==> config.mk <==
export PLATFORM = sky130hd
export DESIGN_NAME = fwd_pipe
export DESIGN_NICKNAME = d
export VERILOG_FILES = /design/src/rtl/fwd_pipe_pkg.sv /design/src/rtl/fwd_stage.sv /design/src/rtl/fwd_pipe.sv
export SDC_FILE = /design/constraint.sdc
export NUM_CORES = 1
export LEC_CHECK = 0
export ABC_CLOCK_PERIOD_IN_PS = 2900
export CAP_MARGIN = 5
export CORE_MARGIN = 2
export CORE_UTILIZATION = 55
export DETAILED_ROUTE_END_ITERATION = 6
export DONT_BUFFER_PORTS = 1
export PLACE_DENSITY = 0.79
export RECOVER_POWER = 25
export SLEW_MARGIN = 30
export SYNTH_ARGS = -nofsm -noshare
export SYNTH_HDL_FRONTEND = slang
export SYNTH_SLANG_ARGS = --single-unit
==> constraint.sdc <==
create_clock -name clk -period 2.9 [get_ports clk]
set_input_delay 0.87 -clock clk [delete_from_list [all_inputs] [get_ports clk]]
set_output_delay 0.87 -clock clk [all_outputs]
set_load 0.1 [all_outputs]
==> src/rtl/fwd_pipe_pkg.sv <==
// fwd_pipe_pkg: shared types and helpers for the writeback-tracking pipe.
//
// Contents:
//   lc3b_word / lc3b_reg  : default-width LC-3b data word and register index
//   lc3b_fwd_entry        : one pipe entry at default widths
//                           {valid, we, dest, data, ready}
//   fwd_entry_bits()      : packed width of an entry for arbitrary widths, used
//                           by the parametrised modules to size their buses
package fwd_pipe_pkg;

  localparam int LC3B_WORD_W = 16;
  localparam int LC3B_REG_W  = 3;

  typedef logic [LC3B_WORD_W-1:0] lc3b_word;
  typedef logic [LC3B_REG_W-1:0]  lc3b_reg;

  // Field order (MSB to LSB) is shared by every parametrised equivalent, so a
  // flat bus can be cast to and from the struct without reshuffling.
  typedef struct packed {
    logic     valid;
    logic     we;
    lc3b_reg  dest;
    lc3b_word data;
    logic     ready;
  } lc3b_fwd_entry;

  // valid + we + ready are three single bits around dest and data.
  function automatic int fwd_entry_bits(int data_width, int reg_bits);
    return data_width + reg_bits + 3;
  endfunction

endpackage

==> src/rtl/fwd_stage.sv <==
// fwd_stage: a single pipe entry register.
//
// Ports:
//   clk, rst_n : clock, asynchronous active-low reset (clears the whole entry)
//   load       : take the entry presented on d (pipeline shift)
//   kill       : force valid low after this edge (wins over load and upd)
//   upd        : late data for this entry; only honoured while holding and
//                only if the entry is valid
//   upd_data   : late data value
//   d          : incoming entry {valid, we, dest, data, ready}
//   q          : registered entry, same layout
//
// When load and upd are both high the late data belongs to the entry that is
// leaving; the parent routes it into the next stage's d instead.
module fwd_stage
  import fwd_pipe_pkg::*;
#(
  parameter int DATA_WIDTH = 16,
  parameter int REG_BITS   = 3
) (
  input  logic                             clk,
  input  logic                             rst_n,
  input  logic                             load,
  input  logic                             kill,
  input  logic                             upd,
  input  logic [DATA_WIDTH-1:0]            upd_data,
  input  logic [DATA_WIDTH+REG_BITS+2:0]   d,
  output logic [DATA_WIDTH+REG_BITS+2:0]   q
);

  typedef struct packed {
    logic                  valid;
    logic                  we;
    logic [REG_BITS-1:0]   dest;
    logic [DATA_WIDTH-1:0] data;
    logic                  ready;
  } entry_t;

  entry_t cur;
  entry_t nxt;

  assign cur = entry_t'(q);

  always_comb begin
    nxt = cur;
    if (load) begin
      nxt = entry_t'(d);
    end else if (upd && cur.valid) begin
      nxt.data  = upd_data;
      nxt.ready = 1'b1;
    end
    if (kill) begin
      nxt.valid = 1'b0;
    end
  end

  always_ff @(posedge clk or negedge rst_n) begin
    if (!rst_n) begin
      q <= '0;
    end else begin
      q <= nxt;
    end
  end

endmodule

==> src/rtl/fwd_pipe.sv <==
// fwd_pipe: parametrised writeback-tracking pipe with multi-source forwarding.
//
// A bank of DEPTH entries runs from the exec output (stage 0, youngest) to
// writeback (stage DEPTH-1). Each entry carries valid, we, dest, data, ready.
//
// Ports:
//   clk, rst_n       : clock, asynchronous active-low reset
//   advance          : shift the bank by one stage on the edge, else hold
//   flush            : kill the youngest KILL_STAGES entries and the incoming one
//   in_valid/in_we/in_dest/in_data/in_ready : entry entering stage 0
//   upd_en, upd_data : late (load) data for the entry sitting in UPD_STAGE
//   src_reg          : NUM_SRC lookup registers, port i at [i*REG_BITS +: REG_BITS]
//   fwd_hit/fwd_data : per-port forwarding result (youngest match wins)
//   fwd_stall        : some port matched an entry whose data is not final
//   wb_valid/wb_we/wb_dest/wb_data : combinational view of stage DEPTH-1
module fwd_pipe
  import fwd_pipe_pkg::*;
#(
  parameter int DATA_WIDTH  = 16,
  parameter int REG_BITS    = 3,
  parameter int DEPTH       = 3,
  parameter int NUM_SRC     = 2,
  parameter int UPD_STAGE   = 1,
  parameter int KILL_STAGES = 1
) (
  input  logic                          clk,
  input  logic                          rst_n,
  input  logic                          advance,
  input  logic                          flush,
  input  logic                          in_valid,
  input  logic                          in_we,
  input  logic [REG_BITS-1:0]           in_dest,
  input  logic [DATA_WIDTH-1:0]         in_data,
  input  logic                          in_ready,
  input  logic                          upd_en,
  input  logic [DATA_WIDTH-1:0]         upd_data,
  input  logic [NUM_SRC*REG_BITS-1:0]   src_reg,
  output logic [NUM_SRC-1:0]            fwd_hit,
  output logic [NUM_SRC*DATA_WIDTH-1:0] fwd_data,
  output logic                          fwd_stall,
  output logic                          wb_valid,
  output logic                          wb_we,
  output logic [REG_BITS-1:0]           wb_dest,
  output logic [DATA_WIDTH-1:0]         wb_data
);

  localparam int ENTRY_W = fwd_entry_bits(DATA_WIDTH, REG_BITS);

  typedef struct packed {
    logic                  valid;
    logic                  we;
    logic [REG_BITS-1:0]   dest;
    logic [DATA_WIDTH-1:0] data;
    logic                  ready;
  } entry_t;

  // Late data arriving on the same edge as a shift must travel with the entry
  // into the next stage, so the shifted-in value is the updated view.
  function automatic entry_t apply_late(entry_t e, logic en, logic [DATA_WIDTH-1:0] val);
    entry_t r;
    r = e;
    if (en && e.valid) begin
      r.data  = val;
      r.ready = 1'b1;
    end
    return r;
  endfunction

  logic [ENTRY_W-1:0] d_bus [DEPTH];
  logic [ENTRY_W-1:0] q_bus [DEPTH];
  entry_t             st    [DEPTH];

  for (genvar k = 0; k < DEPTH; k++) begin : g_stage
    localparam bit KILL_HERE = (k < KILL_STAGES);
    localparam bit UPD_HERE  = (k == UPD_STAGE);

    if (k == 0) begin : g_head
      // The incoming entry is dropped by flush even when KILL_STAGES is 0.
      assign d_bus[k] = {in_valid & ~flush, in_we, in_dest, in_data, in_ready};
    end else begin : g_body
      localparam bit UPD_PREV = ((k - 1) == UPD_STAGE);
      assign d_bus[k] = apply_late(st[k-1], upd_en & UPD_PREV, upd_data);
    end

    fwd_stage #(
      .DATA_WIDTH (DATA_WIDTH),
      .REG_BITS   (REG_BITS)
    ) u_stage (
      .clk      (clk),
      .rst_n    (rst_n),
      .load     (advance),
      .kill     (flush & KILL_HERE),
      .upd      (upd_en & UPD_HERE),
      .upd_data (upd_data),
      .d        (d_bus[k]),
      .q        (q_bus[k])
    );

    assign st[k] = entry_t'(q_bus[k]);
  end

  assign wb_valid = st[DEPTH-1].valid;
  assign wb_we    = st[DEPTH-1].valid & st[DEPTH-1].we;
  assign wb_dest  = st[DEPTH-1].dest;
  assign wb_data  = st[DEPTH-1].data;

  // Per-port priority search, youngest first. Only the first match counts:
  // an older ready copy of the same register is stale once a younger
  // producer exists, so a not-ready winner must stall rather than fall back.
  // Lookups see registered state only; late data shows up one cycle later.
  always_comb begin
    logic                found;
    logic                winner_ready;
    logic [REG_BITS-1:0] key;
    found        = 1'b0;
    winner_ready = 1'b0;
    key          = '0;
    fwd_hit      = '0;
    fwd_data     = '0;
    fwd_stall    = 1'b0;
    for (int i = 0; i < NUM_SRC; i++) begin
      found        = 1'b0;
      winner_ready = 1'b0;
      key          = src_reg[i*REG_BITS +: REG_BITS];
      for (int k = 0; k < DEPTH; k++) begin
        if (!found && st[k].valid && st[k].we && (st[k].dest == key)) begin
          found                                = 1'b1;
          winner_ready                         = st[k].ready;
          fwd_hit[i]                           = 1'b1;
          fwd_data[i*DATA_WIDTH +: DATA_WIDTH] = st[k].data;
        end
      end
      if (found && !winner_ready) begin
        fwd_stall = 1'b1;
      end
    end
  end

endmodule

Word-level counts from Yosys, hierarchy flattened
Cells that the tools add are included.
Widths: inputs -> output; s select.
- bits in registers: 66
- word-level logic and storage cells: 63
- eq/ne operators: 6
- mux-type cells: 24
- bitwise gates (word level): 3
- reductions and logical operators: 25
- operators by type and width (kind ; number):
    $mux 16 ; 6
    $mux 17 ; 2
    $eq 3x3->1 ; 6
    $logic_and 1x1->1 ; 18
    $mux 1 ; 15
    $logic_not 1->1 ; 6
    $mux 5 ; 1
    $and 1x1->1 ; 2
    $reduce_bool 2->1 ; 1
    $not 1->1 ; 1

Logic depth before layout (Yosys ltp)
Gate-level depths: netlist of run 1.
- depth after elaboration: 17
- gate-level depth with buffers: 6

By module
From an unflattened synthesis of run 1, not the netlist that was laid out.
- cells, all modules: 491
- area, all modules: 4814.6 sq um
- by module, submodules not included (module ; times used ; cells each ; area an instance (sq um)):
    fwd_stage ; 3 ; 107 ; 1189.9
    fwd_pipe ; 1 ; 170 ; 1244.9

Least setup slack after synthesis of run 1
Ideal clock, no wire load.
- kind: register -> output
- from: register g_stage[2].u_stage.q[21]
- to: output port fwd_data[0]
- data arrival time: 4.580 ns
- data required time: 2.030 ns
- slack: -2.550 ns
- cell stages (with the launch flop): 6
- path through: dfrtp_1 -> and2_1 -> nand4_1 -> nor2_2 -> a22oi_1 -> o21ai_0
- cells in the longest elaborated chain, start to end: 4
- RTL lines (what ; RTL line ; RTL):
    start, declared ; fwd_stage.sv:28 ; output logic [DATA_WIDTH+REG_BITS+2:0] q
    start signal, assigned ; fwd_stage.sv:61 ; q <= nxt;
    $logic_and 1x1->1 (3 in a row) ; fwd_pipe.sv:126 ; if (!found && st[k].valid && st[k].we && (st[k].dest == key)) begin
    $mux 16 ; fwd_pipe.sv:126 ;
    end, declared ; fwd_pipe.sv:39 ; output logic [NUM_SRC*DATA_WIDTH-1:0] fwd_data,
No other way between the ends.

Worst setup path after layout of run 1
- from: input port src_reg[4]
- to: output port fwd_data[22]
- cells in the longest elaborated chain, start to end: 13
- elaborated cells between the ends (all ways): 17
- those cells by class: 3 x eq/ne; 5 x mux; 9 x reduce/logical
- RTL lines (what ; RTL line ; RTL):
    start, declared ; fwd_pipe.sv:37 ; input logic [NUM_SRC*REG_BITS-1:0] src_reg,
    $eq 3x3->1 ; fwd_pipe.sv:126 ;
    $logic_and 1x1->1 ; fwd_pipe.sv:126 ;
    $mux 1 ; fwd_pipe.sv:126 ;
    $logic_not 1->1 ; fwd_pipe.sv:126 ;
    $logic_and 1x1->1 (3 in a row) ; fwd_pipe.sv:126 ;
    $mux 1 ; fwd_pipe.sv:126 ;
    $logic_not 1->1 ; fwd_pipe.sv:126 ;
    $logic_and 1x1->1 (3 in a row) ; fwd_pipe.sv:126 ;
    $mux 16 * ; fwd_pipe.sv:126 ;
Mark *: on every way between the ends. The rest lies on a longest branch, timed or not.

==> results of run 1 <==
==> worst max-delay path, cell delays in order <==
cell and delay [ps]:
xor2_4 170, nor4_4 340, buf_4 210, buf_8 140
buf_12 130, a22oi_2 90, o21ai_4 200, buf_12 190
==> area by class of cell <==
type                    instances  share of cell area, %
multi-input cells             223                   42.8
clock buffers                  11                   2.29
diodes                          1                 0.0436
flip-flops and latches         66                   28.9
clock inverters                 5                   1.37
inverters                       3                  0.196
repair buffers                 89                   22.6
well taps                      80                   1.74
==> cell usage after synthesis, drive strengths merged <==
cell type	number	area, um^2
inv	3	11.3
o21ai	33	199
a21oi	6	30.0
nand4	2	12.5
mux2i	4	40.0
a22oi	30	275
mux2	74	833
nor3	2	10.0
xor2	12	105
nor4	4	76.3
nor2b	1	6.26
nand2	37	144
buf	33	255
nor2	8	35.0
a221oi	2	17.5
dfrtp	66	1650
xnor2	6	52.6
o221ai	1	8.76
and2	1	6.26
clkbuf	7	27.5
==> what timing repair did <==
item	in CTS	in global routing
cloned	1	1
setup buffers	4	3
endpoints found under the setup margin	34	34
pin swaps	9	23
gates resized for setup	36	17
==> power by group <==
part / internal [W] / switching (W) / total [W] / leakage (nW)
Clock: 0.000484 / 0.000363 / 0.000847 / 0.107
Combinational: 0.000392 / 0.000821 / 0.00121 / 1.33
Sequential: 0.00107 / 0.000200 / 0.00127 / 0.773
==> how the worst max path moves through the flow <==
| stage | start | to |
|---|---|---|
| CTS | src_reg[3] | fwd_data[27] |
| global route | g_stage[1].u_stage.q[21] | fwd_data[22] |
| finish | src_reg[4] | fwd_data[22] |
| detailed placement | src_reg[3] | fwd_data[27] |
| floorplan | src_reg[5] | fwd_data[21] |
| global placement | src_reg[2] | fwd_data[11] |
==> stage by stage <==
step | utilization, % | total power, W | TNS (ps) | setup WS, ps
detailed placement | 77.0 | 0.00239 | -6440 | -255
global placement | 77.0 | 0.00235 | -5030 | -206
floorplan | - | 0.00220 | -9120 | -309
CTS | 83.3 | 0.00326 | -3770 | -166
finish | 85.4 | 0.00333 | -6600 | -339
global route | 85.4 | 0.00342 | -7970 | -385
==> layer usage <==
| layer | vias to the layer above | part of all wire [%] | global-route usage, % |
|---|---|---|---|
| met5 | - | 0 | 0 |
| met4 | 0 | 3.7 | 14.7 |
| met3 | 34 | 5.6 | 5.50 |
| met2 | 142 | 55 | 48.9 |
| met1 | 1557 | 36 | 31.6 |
| li1 | 1295 | - | - |
==> cell usage in the layout (no fill, tap or decap), types with 5 or more instances in the layout <==
cell type and count:
buf_6 6, buf_4 33, a22oi_2 29, o21ai_4 30
nor2_1 5, xor2_1 7, mux2_2 74, clkbuf_8 9
dfrtp_1 61, nand2_1 32, buf_12 46
==> logic make-up (layout without fill, tap and decap cells) <==
| logic type | count (synthesis) | in the layout | share of synthesized area, % |
|---|---|---|---|
| compound gates | 72 | 72 | 14.0 |
| xor+xnor | 18 | 18 | 4.15 |
| buf+inv | 43 | 108 | 7.74 |
| simple gates | 55 | 55 | 7.64 |
| other cells | 0 | 1 | 0 |
| flops | 66 | 66 | 43.5 |
| mux | 78 | 78 | 23.0 |
==> flow_summary.json, run 1 <==
{
  "run_status": "complete, but fails checks",
  "failed_checks": "negative setup slack",
  "place_area_um2": 5170,
  "register_area_um2": 1660,
  "syn_nets": 381,
  "numCtsBuffers": 9,
  "rsz0062_at_grt": "true",
  "end_kind": "primary output",
  "final.fill_count": 303,
  "post-dp-hpwl_um": 6800,
  "tightest_slew_ps": 496,
  "cts_hold_buf": 0,
  "cp-start-kind": "input pin",
  "crit_type": "input pin to primary output",
  "drtIter0Drc": 197,
  "clock_path_buffers": 2,
  "grt-ovfl-total": 0,
  "routabilityCongestion": 0.879,
  "worstPathArrival_ps": 2370,
  "max_freq_ghz": 0.309,
  "yosysSeqAreaShare_pct": 43.5,
  "period_minus_slack_ps": 3240,
  "antenna_found_initial": 0,
  "fin_nets": 441,
  "grt_pass1_wl_um": 15900,
  "cts.sink_count": 66,
  "cts_root_buf": "clkbuf_8",
  "fin_cells": 478,
  "final_cell_area_um2": 5740,
  "r2r-end": "g_stage[1].u_stage.q[6]",
  "fp.dieH_um": 87.1,
  "placed_cells": 454,
  "skew_ps": 18.9,
  "fp-row-count": 30,
  "hold_class": "input pin to asynchronous set/reset pin",
  "max_slew_margin_pct": 66.8,
  "syn2layout_area_growth_pct": 51.1,
  "worstPathRequired_ps": 2030,
  "power_per_cell_area_nw_per_um2": 580,
  "rr_startpoint": "g_stage[1].u_stage.q[21]",
  "ios": 105,
  "ys_seq_elements": 66,
  "fin_crit_sh_pct": 112,
  "synth_area_per_cell_um2": 11.4,
  "die_width_um": 87.1,
  "dieArea_um2": 7580,
  "grt_pass1_vias": 3060,
  "via_per_inst": 6.33,
  "wire_per_inst_um": 25.3,
  "ant_nets": 0,
  "cap_viol_max_count": 0,
  "yosysWarningCount": 0,
  "whs_ps": 207,
  "first_pass_iters": 4,
  "r2r_cells": 3,
  "htreeDepth": 3,
  "multi_input_area_um2": 2460,
  "largest-register": "g_stage.u_stage.q",
  "syn_area_um2": 3800,
  "p_leak_nw": 2.21,
  "drive_gt1_share_pct": 67.8,
  "grt_usage_pct": 27.8,
  "hold_violations": 0,
  "critPathMaxFanout": 7,
  "vias": 3028,
  "setup_ws_ps": -339,
  "grt_max_degree": 71,
  "setup_viol": 34,
  "largestRegisters": "g_stage.u_stage.q (66)",
  "portBuffers": 0,
  "slew_viol_final": 0,
  "largest_register_ffs": 66,
  "postSynthCellCount": 332,
  "worstSkewPairLatency_ps": 350,
  "routed_wirelength_um": 12100,
  "ir_drop_mv": 0.442,
  "yosys.cell_types.count": 31,
  "drc": 0,
  "start_util_pct": 56.5,
  "core-area_um2": 6720,
  "clk_pin_slew_ps": 90,
  "cts_tree": "yes",
  "reg2reg_setup_slack_ps": 1210
}
Power figures use the tool's default switching activity.
==> inputs of run 2 (changes only) <==
--- a/config.mk
+++ b/config.mk
@@ -7,7 +7,6 @@
 export LEC_CHECK = 0
 export ABC_CLOCK_PERIOD_IN_PS = 2900
 export CAP_MARGIN = 5
-export CORE_MARGIN = 2
 export CORE_UTILIZATION = 55
 export DETAILED_ROUTE_END_ITERATION = 6
 export DONT_BUFFER_PORTS = 1
==> run 2 against run 1 <==
The run still ends with negative setup slack left; setup slack better by 100 ps; global-route usage grew 1.5 points; maximum frequency grew 3.3%; power fell by 5.7%; utilization rose by 2.3 points.
==> flow_summary.json, run 2 (same netlist as run 1, synthesis figures left out) <==
{
  "start_util_pct": 58.5,
  "grt-ovfl-total": 0,
  "placed_cells": 450,
  "grt_max_degree": 71,
  "grt_util_met3_pct": 5.93,
  "via_per_inst": 6.34,
  "cts_root_buf": "clkbuf_8",
  "worstPathArrival_ps": 2270,
  "grt.busiest_layer": "met2",
  "critPathMaxFanout": 8,
  "drtIter0Drc": 153,
  "power_w": 0.00314,
  "portBuffers": 0,
  "cp-start-kind": "input pin",
  "fin_crit_sh_pct": 108,
  "wire_per_inst_um": 24.2,
  "htreeDepth": 3,
  "setup_viol": 35,
  "max_freq_ghz": 0.319,
  "fp-row-count": 29,
  "antenna_found_initial": 0,
  "hold_class": "input pin to asynchronous set/reset pin",
  "die_width_um": 85.1,
  "failed_checks": "negative setup slack",
  "end_kind": "primary output",
  "largest-register": "g_stage.u_stage.q",
  "antenna_cells": 0,
  "crit_type": "input pin to primary output",
  "path_cells": "xor2_4 -> nor4_4 -> buf_6 -> nor2_4 -> buf_8 -> a22oi_2 -> o21ai_4 -> buf_12",
  "routed_wirelength_um": 11500,
  "ir_drop_mv": 0.485,
  "dieArea_um2": 7240,
  "worstPathRequired_ps": 2030,
  "power_per_cell_area_nw_per_um2": 551,
  "syn2layout_area_growth_pct": 50.0,
  "met2_usage_pct": 53.4,
  "grt_pass1_wl_um": 15900,
  "cpLargestDelayFamily": "buffers and inverters",
  "layout_commonest_cell": "mux2_2",
  "largestRegisters": "g_stage.u_stage.q (66)",
  "hold_violations": 0,
  "vias": 3007,
  "critPathBufInv": 3,
  "fin_cells": 474,
  "cp_slowest_stage_delay_ps": 320,
  "grt_util_met1_pct": 32.5,
  "drive_gt1_share_pct": 68.0,
  "fin_nets": 443,
  "setup_ws_ps": -237,
  "numCtsBuffers": 9,
  "largest_register_ffs": 66,
  "skew_ps": 11.5,
  "cts.sink_count": 66,
  "ant_nets": 0,
  "post-dp-hpwl_um": 6900,
  "cap_viol_max_count": 0,
  "clock_path_buffers": 2,
  "cts_tree": "yes",
  "clk_pin_slew_ps": 80,
  "fp.dieH_um": 85.1,
  "ios": 105,
  "grt_pass1_vias": 3119,
  "slew_viol_final": 0,
  "grt_usage_pct": 29.3,
  "tightest_slew_ps": 498,
  "final.fill_count": 261,
  "core-area_um2": 6490,
  "worstSkewPairLatency_ps": 340,
  "period_minus_slack_ps": 3140,
  "rsz0062_at_grt": "true",
  "first_pass_iters": 4,
  "drc": 0,
  "final_cell_mix": "74 x mux2_2, 63 x dfrtp_1, 48 x buf_12",
  "run_status": "complete, but fails checks",
  "cp_slowest_cell": "nor4_4",
  "routabilityCongestion": 0.808,
  "max_slew_margin_pct": 66.7,
  "p_leak_nw": 2.19
}
==> run 2: final cells by class <==
class,count,area [um^2],area share (%)
clock buffers,11,141,2.48
clock inverters,3,17.5,0.308
inverters,3,11.3,0.198
multi-input cells,223,2430,42.7
flip-flops and latches,66,1660,29.1
well taps,77,96.3,1.69
repair buffers,91,1340,23.5
==> run 2: worst register-to-register path, delay by kind of cell, from the launching register on <==
kind | cells | cell delay [ps]
DFF | 1 | 450
and+or+nand+nor | 1 | 410
muxes | 2 | 710
==> run 2: worst paths after layout <==
kind	from	endpoint	slack [ps]	cells after the start
max in group asynchronous	rst_n	g_stage[2].u_stage.q[21]	2530	0
hold reg to reg	g_stage[2].u_stage.q[20]	g_stage[2].u_stage.q[20]	530	1
hold / removal	rst_n	g_stage[0].u_stage.q[8]	210	0
setup reg to reg	g_stage[1].u_stage.q[21]	g_stage[2].u_stage.q[12]	1230	3
min in group clk	g_stage[2].u_stage.q[20]	g_stage[2].u_stage.q[20]	530	1
setup / recovery	src_reg[3]	fwd_data[21]	-240	8
==> run 2: power by group <==
group	internal (W)	total [W]	switching, W
Sequential	0.00107	0.00126	0.000193
Clock	0.000321	0.000671	0.000350
Combinational	0.000389	0.00121	0.000819
Total	0.00178	0.00314	0.00136
==> run 2: metal layers <==
layer  part of all wire [%]  vias to the layer above
met5                      0                        -
met3                    4.3                       42
li1                       -                     1292
met1                     37                     1557
met4                    4.0                        0
met2                     54                      116
==> run 2: timing repair <==
item | CTS | global route
hold buffers | 0 | 0
setup buffers | 4 | 4
endpoints found under the setup margin | 34 | 35
pin swaps | 13 | 11
cloned | 0 | 2
gates resized for setup | 34 | 18
==> run 2: per-stage QoR <==
step	utilization, %	hold slack [ps]	area, um^2	TNS [ps]	worst slack [ps]
floorplan	-	482	4170	-9120	-309
global placement	79.1	493	5140	-4200	-166
detailed placement	79.1	522	5140	-5700	-213
CTS	84.7	208	5500	-3480	-136
global route	87.7	202	5700	-7300	-286
finish	87.7	209	5700	-5550	-237
